[src/rtl/tmr_seu_scrubber_pkg.sv]
// Shared definitions for the TMR SEU scrubber.
// Contents: scrubber FSM state encoding, outlier-copy codes, 1-bit majority helper.
// Optional feature macro used by the top: TMR_SCRUB_SELF_TMR_EN.
package tmr_seu_scrubber_pkg;

  localparam int unsigned STATE_W = 3;

  typedef enum logic [STATE_W-1:0] {
    ST_IDLE   = 3'd0,
    ST_SCRUB  = 3'd1,
    ST_SETTLE = 3'd2,
    ST_CHECK  = 3'd3,
    ST_FAULT  = 3'd4
  } state_t;

  // Outlier-copy codes reported on err_copy.
  localparam logic [1:0] ERR_COPY_MIXED = 2'd0;
  localparam logic [1:0] ERR_COPY_Q1    = 2'd1;
  localparam logic [1:0] ERR_COPY_Q2    = 2'd2;
  localparam logic [1:0] ERR_COPY_Q3    = 2'd3;

  function automatic logic maj3(input logic a, input logic b, input logic c);
    return (a & b) | (a & c) | (b & c);
  endfunction

endpackage

[src/rtl/tmr_seu_scrubber_vote.sv]
// tmr_vote_w: W-bit triple-copy majority voter with mismatch and outlier-copy report.
// Ports:
//   a, b, c  in  W   the three copies
//   v_c      out W   bitwise majority
//   mm_c     out W   bits where the copies are not all equal
//   copy_c   out 2   outlier copy (1/2/3) if every mismatched bit blames it, else 0
module tmr_vote_w
  import tmr_seu_scrubber_pkg::*;
#(
  parameter int unsigned W = 8
) (
  input  logic [W-1:0] a,
  input  logic [W-1:0] b,
  input  logic [W-1:0] c,
  output logic [W-1:0] v_c,
  output logic [W-1:0] mm_c,
  output logic [1:0]   copy_c
);

  logic [W-1:0] out_a;
  logic [W-1:0] out_b;
  logic [W-1:0] out_c;

  assign v_c  = (a & b) | (a & c) | (b & c);
  assign mm_c = (a ^ b) | (a ^ c);

  // A copy is the outlier on a mismatched bit when the other two agree.
  assign out_a = mm_c & ~(b ^ c);
  assign out_b = mm_c & ~(a ^ c);
  assign out_c = mm_c & ~(a ^ b);

  always_comb begin
    copy_c = ERR_COPY_MIXED;
    if (mm_c != '0) begin
      if (out_a == mm_c)      copy_c = ERR_COPY_Q1;
      else if (out_b == mm_c) copy_c = ERR_COPY_Q2;
      else if (out_c == mm_c) copy_c = ERR_COPY_Q3;
    end
  end

endmodule

[src/rtl/tmr_seu_scrubber.sv]
// tmr_seu_scrubber: monitors a triplicated register bank, votes it, and scrubs
// the voted value back on disagreement; counts corrected upsets, raises irq,
// and latches a permanent fault when repeated scrubs fail.
// Ports:
//   c          in   clock, rising edge
//   r          in   synchronous active-high reset
//   en         in   monitoring enable, sampled in IDLE only
//   q1,q2,q3   in   the three register copies
//   v          out  combinational majority vote
//   scrub_en   out  one-cycle load strobe to all copies
//   scrub_d    out  voted value to load
//   err_mask   out  mismatched bits at capture
//   err_copy   out  outlier copy at capture (0 = mixed)
//   seu_cnt    out  saturating corrected-event count
//   irq        out  event interrupt, level until irq_ack
//   irq_ack    in   clears irq
//   irq_ovf    out  sticky: event while irq already set
//   fault      out  sticky permanent fault
//   busy       out  sequence in progress
// Optional: define TMR_SCRUB_SELF_TMR_EN to triplicate and vote the FSM state,
// retry counter and fault flag.
module tmr_seu_scrubber
  import tmr_seu_scrubber_pkg::*;
#(
  parameter int unsigned WIDTH     = 8,
  parameter int unsigned CW        = 8,
  parameter int unsigned SETTLE    = 2,
  parameter int unsigned MAX_RETRY = 3
) (
  input  logic             c,
  input  logic             r,
  input  logic             en,
  input  logic [WIDTH-1:0] q1,
  input  logic [WIDTH-1:0] q2,
  input  logic [WIDTH-1:0] q3,
  output logic [WIDTH-1:0] v,
  output logic             scrub_en,
  output logic [WIDTH-1:0] scrub_d,
  output logic [WIDTH-1:0] err_mask,
  output logic [1:0]       err_copy,
  output logic [CW-1:0]    seu_cnt,
  output logic             irq,
  input  logic             irq_ack,
  output logic             irq_ovf,
  output logic             fault,
  output logic             busy
);

  localparam int unsigned RW = (MAX_RETRY > 1) ? $clog2(MAX_RETRY) : 1;
  localparam int unsigned SW = (SETTLE > 1) ? $clog2(SETTLE) : 1;

  logic [WIDTH-1:0] mm;
  logic [1:0]       copy;

  state_t           state;
  state_t           state_nxt;
  logic [RW-1:0]    retry;
  logic [RW-1:0]    retry_nxt;
  logic [SW-1:0]    settle;
  logic [SW-1:0]    settle_nxt;
  logic             fault_nxt;
  logic             scrub_en_nxt;
  logic [WIDTH-1:0] scrub_d_nxt;
  logic [WIDTH-1:0] err_mask_nxt;
  logic [1:0]       err_copy_nxt;
  logic [CW-1:0]    seu_cnt_nxt;
  logic             irq_nxt;
  logic             irq_ovf_nxt;
  logic             busy_nxt;

  // Data-path voter on the monitored bank.
  tmr_vote_w #(.W(WIDTH)) u_vote (
    .a      (q1),
    .b      (q2),
    .c      (q3),
    .v_c    (v),
    .mm_c   (mm),
    .copy_c (copy)
  );

`ifdef TMR_SCRUB_SELF_TMR_EN
  // Triplicated control state; every copy is rewritten from the voted next value.
  (* syn_preserve = 1 *) logic [STATE_W-1:0] st_q0, st_q1, st_q2;
  (* syn_preserve = 1 *) logic [RW-1:0]      rt_q0, rt_q1, rt_q2;
  (* syn_preserve = 1 *) logic               f_q0, f_q1, f_q2;
  logic [STATE_W-1:0] st_v;
  logic [STATE_W-1:0] st_mm;
  logic [1:0]         st_copy;

  tmr_vote_w #(.W(STATE_W)) u_state_vote (
    .a      (st_q0),
    .b      (st_q1),
    .c      (st_q2),
    .v_c    (st_v),
    .mm_c   (st_mm),
    .copy_c (st_copy)
  );

  assign state = state_t'(st_v);
  assign retry = (rt_q0 & rt_q1) | (rt_q0 & rt_q2) | (rt_q1 & rt_q2);
  assign fault = maj3(f_q0, f_q1, f_q2);

  always_ff @(posedge c) begin
    if (r) begin
      st_q0 <= ST_IDLE;
      st_q1 <= ST_IDLE;
      st_q2 <= ST_IDLE;
      rt_q0 <= '0;
      rt_q1 <= '0;
      rt_q2 <= '0;
      f_q0  <= 1'b0;
      f_q1  <= 1'b0;
      f_q2  <= 1'b0;
    end else begin
      st_q0 <= state_nxt;
      st_q1 <= state_nxt;
      st_q2 <= state_nxt;
      rt_q0 <= retry_nxt;
      rt_q1 <= retry_nxt;
      rt_q2 <= retry_nxt;
      f_q0  <= fault_nxt;
      f_q1  <= fault_nxt;
      f_q2  <= fault_nxt;
    end
  end
`else
  // Single-copy control state.
  always_ff @(posedge c) begin
    if (r) begin
      state <= ST_IDLE;
      retry <= '0;
      fault <= 1'b0;
    end else begin
      state <= state_nxt;
      retry <= retry_nxt;
      fault <= fault_nxt;
    end
  end
`endif

  // Datapath and status registers.
  always_ff @(posedge c) begin
    if (r) begin
      settle   <= '0;
      scrub_en <= 1'b0;
      scrub_d  <= '0;
      err_mask <= '0;
      err_copy <= ERR_COPY_MIXED;
      seu_cnt  <= '0;
      irq      <= 1'b0;
      irq_ovf  <= 1'b0;
      busy     <= 1'b0;
    end else begin
      settle   <= settle_nxt;
      scrub_en <= scrub_en_nxt;
      scrub_d  <= scrub_d_nxt;
      err_mask <= err_mask_nxt;
      err_copy <= err_copy_nxt;
      seu_cnt  <= seu_cnt_nxt;
      irq      <= irq_nxt;
      irq_ovf  <= irq_ovf_nxt;
      busy     <= busy_nxt;
    end
  end

  // Next-state and next-output logic. scrub_en is registered on entry to SCRUB
  // so the strobe is high exactly while the FSM sits in SCRUB.
  always_comb begin
    state_nxt    = state;
    retry_nxt    = retry;
    settle_nxt   = settle;
    fault_nxt    = fault;
    scrub_en_nxt = 1'b0;
    scrub_d_nxt  = scrub_d;
    err_mask_nxt = err_mask;
    err_copy_nxt = err_copy;
    seu_cnt_nxt  = seu_cnt;
    irq_nxt      = irq_ack ? 1'b0 : irq;
    irq_ovf_nxt  = irq_ovf;

    unique case (state)
      ST_IDLE: begin
        if (en && (mm != '0)) begin
          err_mask_nxt = mm;
          err_copy_nxt = copy;
          scrub_d_nxt  = v;
          retry_nxt    = '0;
          scrub_en_nxt = 1'b1;
          state_nxt    = ST_SCRUB;
        end
      end
      ST_SCRUB: begin
        settle_nxt = '0;
        state_nxt  = ST_SETTLE;
      end
      ST_SETTLE: begin
        if (settle == SW'(SETTLE - 1)) state_nxt = ST_CHECK;
        else                           settle_nxt = settle + SW'(1);
      end
      ST_CHECK: begin
        if (mm == '0) begin
          if (seu_cnt != '1) seu_cnt_nxt = seu_cnt + CW'(1);
          // A set coinciding with an ack wins and is not an overflow.
          if (irq && !irq_ack) irq_ovf_nxt = 1'b1;
          irq_nxt   = 1'b1;
          state_nxt = ST_IDLE;
        end else if ((32'(retry) + 32'd1) < MAX_RETRY) begin
          retry_nxt    = retry + RW'(1);
          scrub_d_nxt  = v;
          scrub_en_nxt = 1'b1;
          state_nxt    = ST_SCRUB;
        end else begin
          fault_nxt = 1'b1;
          state_nxt = ST_FAULT;
        end
      end
      ST_FAULT: begin
        state_nxt = ST_FAULT;
      end
      default: begin
        state_nxt = ST_IDLE;
      end
    endcase

    busy_nxt = (state_nxt != ST_IDLE) && (state_nxt != ST_FAULT);
  end

endmodule

[config.mk]
export PLATFORM = sky130hd
export DESIGN_NAME = tmr_seu_scrubber
export DESIGN_NICKNAME = d
export VERILOG_FILES = /design/src/rtl/tmr_seu_scrubber_pkg.sv /design/src/rtl/tmr_seu_scrubber_vote.sv /design/src/rtl/tmr_seu_scrubber.sv
export SDC_FILE = /design/constraint.sdc
export NUM_CORES = 1
export LEC_CHECK = 0
export ABC_AREA = 1
export CORE_AREA = 2 2 95 97
export DETAILED_ROUTE_END_ITERATION = 10
export DIE_AREA = 0 0 97 99
export GPL_TIMING_DRIVEN = 0
export PLACE_DENSITY = 0.54
export SLEW_MARGIN = 10
export SYNTH_ARGS = -nofsm -noshare
export SYNTH_HDL_FRONTEND = slang
export SYNTH_HIERARCHICAL = 1
export SYNTH_SLANG_ARGS = --single-unit
[constraint.sdc]
create_clock -name c -period 3.8 [get_ports c]
set_input_delay 0.76 -clock c [delete_from_list [all_inputs] [get_ports c]]
set_output_delay 0.76 -clock c [all_outputs]
set_load 0.01 [all_outputs]
==> results by group <==
Drt
  • 1st-pass router iterations: 4
  • DRT iter0 DRCs: 90
  • Wirelength, routed: 5890 um
  • Average wire per standard cell: 11.5 um
  • Vias/cell: 4.31
  • Drc violations: 0
  • Antenna viol nets, final: 0
  • Via Count: 2216

Critical path
  • Setup CP Type: input pin to output port
  • FF-to-FF End: scrub_en
  • Cell depth of the worst flop-to-flop path: 10
  • Worst path required time: 3.04 ns
  • Worst r2r src: retry[0]
  • Worst path arrival time: 2.30 ns
  • Worst Setup Start Kind: input pin
  • Crit end category: output port
  • Maximum fanout along the worst path: 2
  • Worst reg2reg setup slack: 2.25 ns

Clock tree
  • Clock transition at the registers of the reported paths: 0.08 ns
  • Post-CTS Setup Bufs: 0
  • CTS root buffer: clkbuf_8
  • Resize count post-CTS: 0
  • Clock sink count: 37
  • Cts-stage hold buffer count: 0
  • Clock tree from TritonCTS: built
  • CTS buffer count: 5
  • Bufs on Longest Clock Path: 2
  • H-tree depth: 2
  • Clock Latency Late Sink: 0.29 ns

Job
  • Max-cap violation count: 0

STA
  • Worst Skew: 0.00514 ns
  • Minimum clock period: 3.06 ns
  • Slew @ Worst Pin: 0.539 ns
  • Slew Viols, Final: 0
  • Setup slack after layout: 0.743 ns
  • Hold Vio Cnt, Final: 0
  • Setup TNS: 0 ns
  • Final setup vio count: 0
  • RSZ-0062 raised after global routing: false
  • Final worst-path cycle share: 80.4%
  • Fmax: 327 MHz
  • Max_slew headroom: 64.1%

Global routing
  • Tot GR Track Use: 12.9%
  • Antenna violations before repair: 0
  • Pin count of the biggest net entering global routing: 13
  • First-pass GRT wire length: 10300 um
  • Vias in the first global route: 2155
  • Total gr overflow: 0

Floorplanning
  • Core Footprint: 8550 um2
  • Die Area: 9600 um2
  • Die Wd: 97 um
  • # rows: 34
  • Initial core utilization: 27.5%
  • I/O pins: 67
  • Die height: 99 um

Pwr
  • PD cells: 328 nW/um2
  • Leak Pwr: 1.47 nW
  • Worst vdd rail ir drop: 152 uV
  • Power, Total: 0.00107 W

Finish
  • Most frequent cells in the layout: 75 x nand2_1, 66 x clkdlybuf4s50_1, 39 x inv_1
  • Commonest non-fill, non-tap cell in the layout: nand2_1
  • Nets@finish: 460
  • Final Util: 38.2%
  • Layout cell share with drive strength beyond 1: 13.8%
  • Fillers: 889
  • # diodes: 0
  • Syn-to-layout area delta: 38.9%

Placed design
  • Port-buffer cells: 66
  • RD Place Congestion: 0.759
  • Pre-CTS setup slack: 0.740 ns
  • Final HPWL DP: 4640 um

Synth
  • Syn nets: 387
  • Yosys cell types: 30
  • Top post-synthesis cells by area: dfxtp_1 31%, ha_1 14%, nand2_1 12%
  • Post-synth design cell area: 2350 um2
  • Largest area contributor in the netlist: dfxtp_1
  • Synthesized instance count: 332
  • Mean post-synth cell area: 7.09 um2
  • Yosys top cell area share: 31.5%
  • Yosys reg bits: 37
  • Yosys warns: 6
  • Seq/Total Area, Yosys: 31.5%

Worst hold path
  • Hold EP: fault
  • Min-delay src: fault
  • Worst min path class: register to register
  • Hold path depth: 2

Run status
  • Status: finished, final reports clean
==> per-stage QoR <==
stage | hold WS (ns) | std cells | instance area (um2)
floorplan | 0.435 | 332 | 2350
global placement | 0.443 | 506 | 3150
detailed placement | 0.445 | 506 | 3150
CTS | 0.457 | 514 | 3270
global route | 0.479 | 514 | 3270
finish | 0.450 | 514 | 3270
==> report_power, final <==
part | internal (W) | total [W] | switching (W)
Combinational | 0.000138 | 0.000283 | 0.000145
Clock | 0.000214 | 0.000361 | 0.000148
Sequential | 0.000412 | 0.000427 | 0.0000149
Total | 0.000763 | 0.00107 | 0.000308
==> sequential cells by signal (all words and copies together), names as in the netlist, 2 cells and up <==
register and flops:
retry 2, scrub_d 8, seu_cnt 8, err_copy 2
err_mask 8, state 3
==> Yosys cell counts <==
cell type / instances
ha_1: 27
or3_1: 8
clkinv_1: 1
clkbuf_1: 2
nand2_2: 13
nor2_4: 1
o21ai_0: 2
o21ai_2: 1
nor2_2: 13
nand2_1: 75
clkinv_2: 1
nand2_4: 2
nor3_2: 1
buf_2: 3
buf_1: 2
inv_4: 1
buf_12: 1
nor3_1: 1
dfxtp_1: 37
and2_1: 1
or2_0: 1
a21oi_1: 27
nor2_1: 34
nand3_1: 8
xor2_1: 4
nand4_1: 15
nand3_2: 2
inv_2: 8
a21oi_2: 1
inv_1: 39
==> worst max path at each step <==
stage,start,end,cells past startpoint
6_report,q1[6],v[6],4
3_5_place_dp,q1[0],v[0],4
2_1_floorplan,q1[6],scrub_d[1],12
3_3_place_gp,q1[6],v[6],4
5_1_grt,q1[2],v[2],4
4_1_cts,q1[0],v[0],4
==> cell families after synthesis <==
kind of cell / after synthesis / synth area share (%)
adder cells (fa/ha/maj): 27 / 14.3
AND/OR/NAND/NOR: 175 / 35.5
flip-flops: 37 / 31.5
AO/OA/AOI/OAI: 31 / 6.91
buffers and inverters: 58 / 10.3
XOR/XNOR: 4 / 1.49
==> metal layers <==
| metal | vias up | global-route usage [%] | wire length (um) |
|---|---|---|---|
| li1 | 1202 | - | - |
| met1 | 969 | 17.9 | 3000 |
| met2 | 41 | 20.5 | 2650 |
| met3 | 4 | 2.55 | 202 |
| met4 | 0 | 3.25 | 42 |
| met5 | - | 0 | 0 |
==> cell type report <==
class,count,area [um2],area share [%]
multi-input cells,237,1370,42.0
flip-flops and latches,37,741,22.6
repair buffers,66,661,20.2
plain buffers,8,50.0,1.53
inverters,50,191,5.85
clock buffers,6,82.6,2.52
well taps,108,135,4.13
clock inverters,2,37.5,1.15
==> worst max-delay path: stages <==
cell,delay (ns)
clkdlybuf4s50_1,0.45
ha_1,0.20
or3_1,0.39
clkdlybuf4s50_1,0.49
Power figures use the tool's default switching activity.
